--- src/rtl/ram_arbiter.sv ---
// rtl/ram_arbiter.sv - round-robin arbiter/sequencer sharing one 256-word RAM between fetch and load/store ports
// Requests are latched on acceptance, the RAM is driven for one ACCESS cycle, and a response strobe follows in RESP.
module ram_arbiter #(
  parameter int ADDR_LIMIT_BIT = 10
) (
  input  logic        clk,
  input  logic        reset,
  input  logic        i_req,
  input  logic [31:0] i_addr,
  output logic        i_ready,
  output logic        i_rvalid,
  output logic [31:0] i_rdata,
  output logic        i_err,
  input  logic        d_req,
  input  logic        d_we,
  input  logic [31:0] d_addr,
  input  logic [31:0] d_wdata,
  output logic        d_ready,
  output logic        d_rvalid,
  output logic [31:0] d_rdata,
  output logic        d_err,
  output logic        ram_writeEnable,
  output logic        ram_readEnable,
  output logic [31:0] ram_address,
  output logic [31:0] ram_dataIn,
  input  logic [31:0] ram_dataOut
);

  typedef enum logic [1:0] {IDLE, ACCESS, RESP} state_t;

  localparam logic PORT_I = 1'b0;
  localparam logic PORT_D = 1'b1;

  state_t      state_q, state_d;
  logic        last_grant_q, last_grant_d;
  logic        port_q, port_d;
  logic        we_q, we_d;
  logic        err_q, err_d;
  logic [31:0] addr_q, addr_d;
  logic [31:0] wdata_q, wdata_d;
  logic [31:0] resp_q, resp_d;

  logic        can_accept;
  logic        pick_d;
  logic        pick_i;
  logic        accept;
  logic [31:0] req_addr;
  logic        req_err;
  logic        resp_valid;

  // On a tie the data port wins unless it was the one granted last.
  always_comb begin
    can_accept = (state_q != ACCESS);
    pick_d     = d_req & (~i_req | (last_grant_q == PORT_I));
    pick_i     = i_req & ~pick_d;
    d_ready    = can_accept & pick_d;
    i_ready    = can_accept & pick_i;
    accept     = i_ready | d_ready;
    req_addr   = d_ready ? d_addr : i_addr;
    req_err    = (req_addr[1:0] != 2'b00) || (req_addr[31:ADDR_LIMIT_BIT] != '0);
  end

  always_comb begin
    state_d      = state_q;
    last_grant_d = last_grant_q;
    port_d       = port_q;
    we_d         = we_q;
    err_d        = err_q;
    addr_d       = addr_q;
    wdata_d      = wdata_q;
    resp_d       = resp_q;

    case (state_q)
      IDLE:    if (accept) state_d = ACCESS;
      ACCESS: begin
        resp_d  = (we_q || err_q) ? 32'h0 : ram_dataOut;
        state_d = RESP;
      end
      RESP:    state_d = accept ? ACCESS : IDLE;
      default: state_d = IDLE;
    endcase

    if (accept) begin
      last_grant_d = d_ready;
      port_d       = d_ready;
      we_d         = d_ready & d_we;
      err_d        = req_err;
      addr_d       = req_addr;
      wdata_d      = d_ready ? d_wdata : 32'h0;
    end
  end

  always_ff @(posedge clk or negedge reset) begin
    if (!reset) begin
      state_q      <= IDLE;
      last_grant_q <= PORT_I;
      port_q       <= PORT_I;
      we_q         <= 1'b0;
      err_q        <= 1'b0;
      addr_q       <= 32'h0;
      wdata_q      <= 32'h0;
      resp_q       <= 32'h0;
    end else begin
      state_q      <= state_d;
      last_grant_q <= last_grant_d;
      port_q       <= port_d;
      we_q         <= we_d;
      err_q        <= err_d;
      addr_q       <= addr_d;
      wdata_q      <= wdata_d;
      resp_q       <= resp_d;
    end
  end

  // Enables are decoded from state so an asynchronous reset drops them at once.
  always_comb begin
    ram_address     = addr_q;
    ram_dataIn      = wdata_q;
    ram_readEnable  = (state_q == ACCESS) & ~we_q & ~err_q;
    ram_writeEnable = (state_q == ACCESS) & we_q & ~err_q;
    resp_valid      = (state_q == RESP);
    i_rvalid        = resp_valid & (port_q == PORT_I);
    d_rvalid        = resp_valid & (port_q == PORT_D);
    i_rdata         = i_rvalid ? resp_q : 32'h0;
    d_rdata         = d_rvalid ? resp_q : 32'h0;
    i_err           = i_rvalid & err_q;
    d_err           = d_rvalid & err_q;
  end

endmodule

--- config.mk ---
export PLATFORM = sky130hd
export DESIGN_NAME = ram_arbiter
export DESIGN_NICKNAME = d
export VERILOG_FILES = /design/src/rtl/ram_arbiter.sv
export SDC_FILE = /design/constraint.sdc
export NUM_CORES = 1
export LEC_CHECK = 0
export BUFFER_PORTS_ARGS = -buffer_cell sky130_fd_sc_hd__buf_4
export CAP_MARGIN = 30
export CORE_MARGIN = 5
export CORE_UTILIZATION = 39
export DETAILED_ROUTE_END_ITERATION = 16
export PLACE_DENSITY_LB_ADDON = 0.15
export SLEW_MARGIN = 20
export SYNTH_ARGS = -nofsm -noshare
export SYNTH_HDL_FRONTEND = slang
export SYNTH_SLANG_ARGS = --single-unit
--- constraint.sdc ---
create_clock -name clk -period 1.2 [get_ports clk]
set_input_delay 0.24 -clock clk [delete_from_list [all_inputs] [get_ports clk]]
set_output_delay 0.24 -clock clk [all_outputs]
set_load 0.005 [all_outputs]
* Word level (Yosys, flattened, before mapping)
Index checks and enable logic that the tools add are counted.
** Storage, ports and cells
- Register bits after elaboration :: 101
- Input port bits :: 133
** Operators by class
- Muxes and demuxes :: 8
- Eq/ne operators :: 4
- Bitwise operators :: 20
- Reductions and logical operators :: 5
** Operators by type and width (count)
- $mux 32 :: 5
- $reduce_bool 22->1 :: 1
- $and 1x1->1 :: 13
- $pmux 2 s3 :: 1
- $not 1->1 :: 5
- $eq 2x1->1 const B :: 1
- $eq 2x2->1 const B :: 1
- $logic_not 2->1 :: 1
- $logic_or 1x1->1 :: 2
- $mux 2 :: 1
- $ne 2x1->1 const B :: 1
- $ne 2x2->1 const B :: 1
- $or 1x1->1 :: 2
- $reduce_bool 2->1 :: 1
- $mux 1 :: 1

* Depth between registers and ports, before layout
- Depth after elaboration :: 9
- Mapped depth :: 6
- Mapped depth without buffers :: 5

* Worst setup path after synthesis
No wires, ideal clock.
- Kind :: register to register
- Start point :: register state_q[1]
- End point :: register addr_q[16] (netlist: ram_address[16])
- Data required time :: 1.068 ns
- Slack :: -0.145 ns
- Clock period less this slack :: 1.345 ns
- Stages on the path, launching flop included :: 7
- Path buffers :: 2
- Arrival :: 1.213 ns
- Path through :: dfrtp_1 > nand2b_1 > buf_4 > nand3_4 > buf_6 > mux2i_1 > o21ai_1
** Between the ends
- Longest elaborated chain between the ends :: 3
- Elaborated cells between the ends (all ways) :: 5
- Classes of those cells :: 1 x eq/ne; 1 x mux; 3 x bitwise
** Ends and longest elaborated chain
- start, declared :: line 34 : state_t state_q, state_d;
- start signal, assigned :: line 104 : state_q <= state_d;
- $ne 2x1->1 * :: line 53 : can_accept = (state_q != ACCESS);
- $and 1x1->1 (on tied branches) :: line 56, 57
- $mux 32 / $or 1x1->1 (equally long branches) :: line 59, 58
- end signal, assigned :: line 109 : addr_q <= addr_d;
- end, declared :: line 39 : logic [31:0] addr_q, addr_d;
Every way passes the cells marked *; elsewhere a longest branch is shown, timed or not.
A chain may end at the register's enable or synchronous reset.

* Final worst setup path
- Start point :: register state_q[0]
- End point :: output d_rdata[26]
** Between the ends
- Longest elaborated chain between the ends :: 3
** Ends and longest elaborated chain
- $eq 2x2->1 :: line 121 : resp_valid = (state_q == RESP);
- $and 1x1->1 :: line 123 : d_rvalid = resp_valid & (port_q == PORT_D);
- $mux 32 :: line 125 : d_rdata = d_rvalid ? resp_q : 32'h0;
- end, declared :: line 20 : output logic [31:0] d_rdata,
No other way between the ends.

==> metrics <==
Slew @ Worst Pin=roughly 0.41 ns; initial antenna violation count=0; outcome=finished with violations; Syn Nets=~530; hpwl dp=10,900 um; Worst Skew=about 0.0081 ns; Worst EP arrival=approximately 1.6 ns; drc violations=0; post-synthesis cell count=between 300 and 400; unrepaired setup endpoints after global routing=yes; RePlAce Congestion=~0.85; commonest non-fill, non-tap cell in the layout=buf_4; min Tclk post-route=around 1.8 ns; Worst EP required=~0.96 ns; max_cap viols=0; failing checks=negative setup slack; maximum root-to-sink buffer count=2; via count=around 4,500; Sw Ratio=roughly 28%; multi-input logic area=between 2000 and 2500 um^2; Achievable Freq=between 0.5 and 0.6 GHz; GRT Total Usage=a little under a quarter; aggregate global routing overflow=0; WHS=about 0.11 ns; synth unique cells=27; setup ws final=-0.602 ns; # rows=39; largest family of logic cells by synthesized area=compound AO/OA/AOI/OAI gates; htree depth=3; clock-pin slew on the worst setup and hold paths=~0.07 ns; Clk pwr share=between 20% and 30%; crit path launch type=register; layout cells sized above 1=about three fifths; Comb power frac=between 30% and 40%; diode count=0; Layout Area Growth over Synthesis=89.2%; first-pass GRT wire length=roughly 24,000 um; post-synthesis mux area share=5.59%; post-route cell area=8460 um^2; number of global-route vias before repair=~4,600; filler cell count=773; Initial Util=between 30% and 40%; relative slew slack=about 73%; Int Pwr=roughly 0.0073 W; adder-cell share of the synthesized area=0%; Clk Latency, worst-skew pair=0.34 ns; Synth Cell Area=around 4500 um^2; Detailed Route Iter0 Violations=between 200 and 250; Seq pwr share=40.4%; Vias/cell=approximately 5.1; Leak Pwr=roughly 4.4 nW; Finished Core Util=74.8%; # setup viols final=roughly 170; P_sw=about 0.0029 W; IO Count=~270; post-synthesis xor/xnor area fraction=0%; worst min path class=input pin to register; largest net degree at the start of global routing=between 40 and 50; Core Area=between 10,000 and 15,000 um^2; max-slew violation count=0; Num CTS Buffers=9; crit path max fanout=8; most used cells in the layout excluding fill and tap cells=buf_4 (276), dfrtp_1 (99), a22o_1 (65); sequential area share after synthesis=between 50% and 60%; Hold Vio Cnt, Final=0; EDFF count, synth=0; die footprint=roughly 14,000 um^2; Pwr per Cell Area=approximately 1200 nW/um^2; compound-gate portion of the synthesized area=17.9%; Mean Syn Cell Area=around 11 um^2; CTS Root Cell=clkbuf_16; Post-Synth Simple-Gate Area=around 16%; die height=~120 um; placed cell area=around 7000 um^2; number of antenna-violating nets in the routed design=0; TNS Setup=-80.67 ns; CTS tree=done; YS warnings=0; fin nets=between 800 and 900; FF+latch area=between 2000 and 3000 um^2; Peak VDD IR=roughly 1.1 mV; I/O Buffers=268; critical path endpoint category=output port; WL final=~17,000 um; synthesis-stage register bit count=101; fin crit share=150%; Die X=roughly 120 um; TritonRoute pass-1 iters=5; drt wl/cell=just under 20 um; Primary FF master, synth=dfrtp_1; CTS sink cnt=101; Async SR Flop Fraction=between 90% and 100%; Crit Path Class=register to output port
stage by stage:
step | setup slack, ns | power, W | std cells
after floorplan | -0.0876 | 0.00498 | 396
after global placement | -0.302 | 0.00635 | 811
after detailed placement | -0.377 | 0.00640 | 811
after CTS | -0.609 | 0.00991 | 862
after global routing | -0.677 | 0.0106 | 878
final | -0.602 | 0.0102 | 878
per-layer routing:
layer	GRT usage [%]	vias to the layer above	wire [um]
met3	5.40	28	1410
met2	41.8	201	9070
met4	7.34	0	347
li1	-	2090	-
met5	0	-	0
met1	25.9	2149	6050
final cells by class:
cell class,count,share of cell area [%]
Timing Repair Buffer,349,39.4
Sequential cell,101,29.9
Multi-Input combinational cell,257,24.7
Clock buffer,10,2.71
Tap cell,143,2.11
Inverter,12,0.621
Clock inverter,6,0.547
path summary, 6_finish.rpt:
path / startpoint / endpoint / slack, ns / cells past startpoint
worst max-delay path: state_q[0]$_DFFE_PN0P_ / d_rdata[26] / -0.60 / 5
worst min-delay path: d_addr[15] / ram_address[15]$_DFFE_PN0P_ / 0.11 / 3
worst max register to register: state_q[0]$_DFFE_PN0P_ / ram_address[0]$_DFFE_PN0P_ / -0.48 / 9
worst min register to register: ram_dataIn[12]$_DFFE_PN0P_ / ram_dataIn[12]$_DFFE_PN0P_ / 0.50 / 1
max in group asynchronous: reset / port_q$_DFFE_PN0P_ / 0.33 / 3
min in group asynchronous: reset / ram_address[20]$_DFFE_PN0P_ / 0.27 / 2
worst max-delay path: stages (launching register included):
cell	delay [ns]
dfrtp_1	0.41
buf_4	0.15
and3b_2	0.29
buf_6	0.15
and2_4	0.13
buf_4	0.10
logic make-up after synthesis:
| family | after synthesis |
|---|---|
| AND/OR/NAND/NOR | 121 |
| AO/OA/AOI/OAI | 108 |
| flip-flops | 101 |
| buffers and inverters | 41 |
| multiplexers | 25 |
power groups by stage:
| stage | sequential, W | combinational (W) | clock (W) |
|---|---|---|---|
| floorplan | 0.00414 | 0.000843 | 0 |
| global placement | 0.00412 | 0.00223 | 0 |
| detailed placement | 0.00412 | 0.00228 | 0 |
| CTS | 0.00409 | 0.00304 | 0.00278 |
| global route | 0.00416 | 0.00356 | 0.00291 |
| finish | 0.00411 | 0.00334 | 0.00273 |
timing repair:
action | CTS | global route
hold buffers | 1 | 0
hold endpoints to repair | 9 | 0
gates resized for setup | 80 | 47
pin swaps | 33 | 32
buffers inserted | 21 | 14
setup endpoints to repair | 170 | 172
gates cloned | 15 | 8
sequential cells by signal, summed over array words and instances (netlist names):
register,count
err_q,1
state_q,2
resp_q,32
ram_dataIn,32
we_q,1
port_q,1
ram_address,32
cell usage after synthesis (5+ instances only):
library cell	number	area (um^2)
a22o_1	65	569
and2_1	66	413
buf_2	13	65.1
o22ai_1	9	56.3
clkbuf_1	9	33.8
mux2i_1	25	250
dfrtp_1	101	2530
nor4_1	10	62.6
a21oi_1	8	40.0
o21ai_1	24	120
nand2_1	28	105
nor2_1	5	18.8
inv_1	11	41.3
Note: power is estimated with default switching activity, not from simulation.
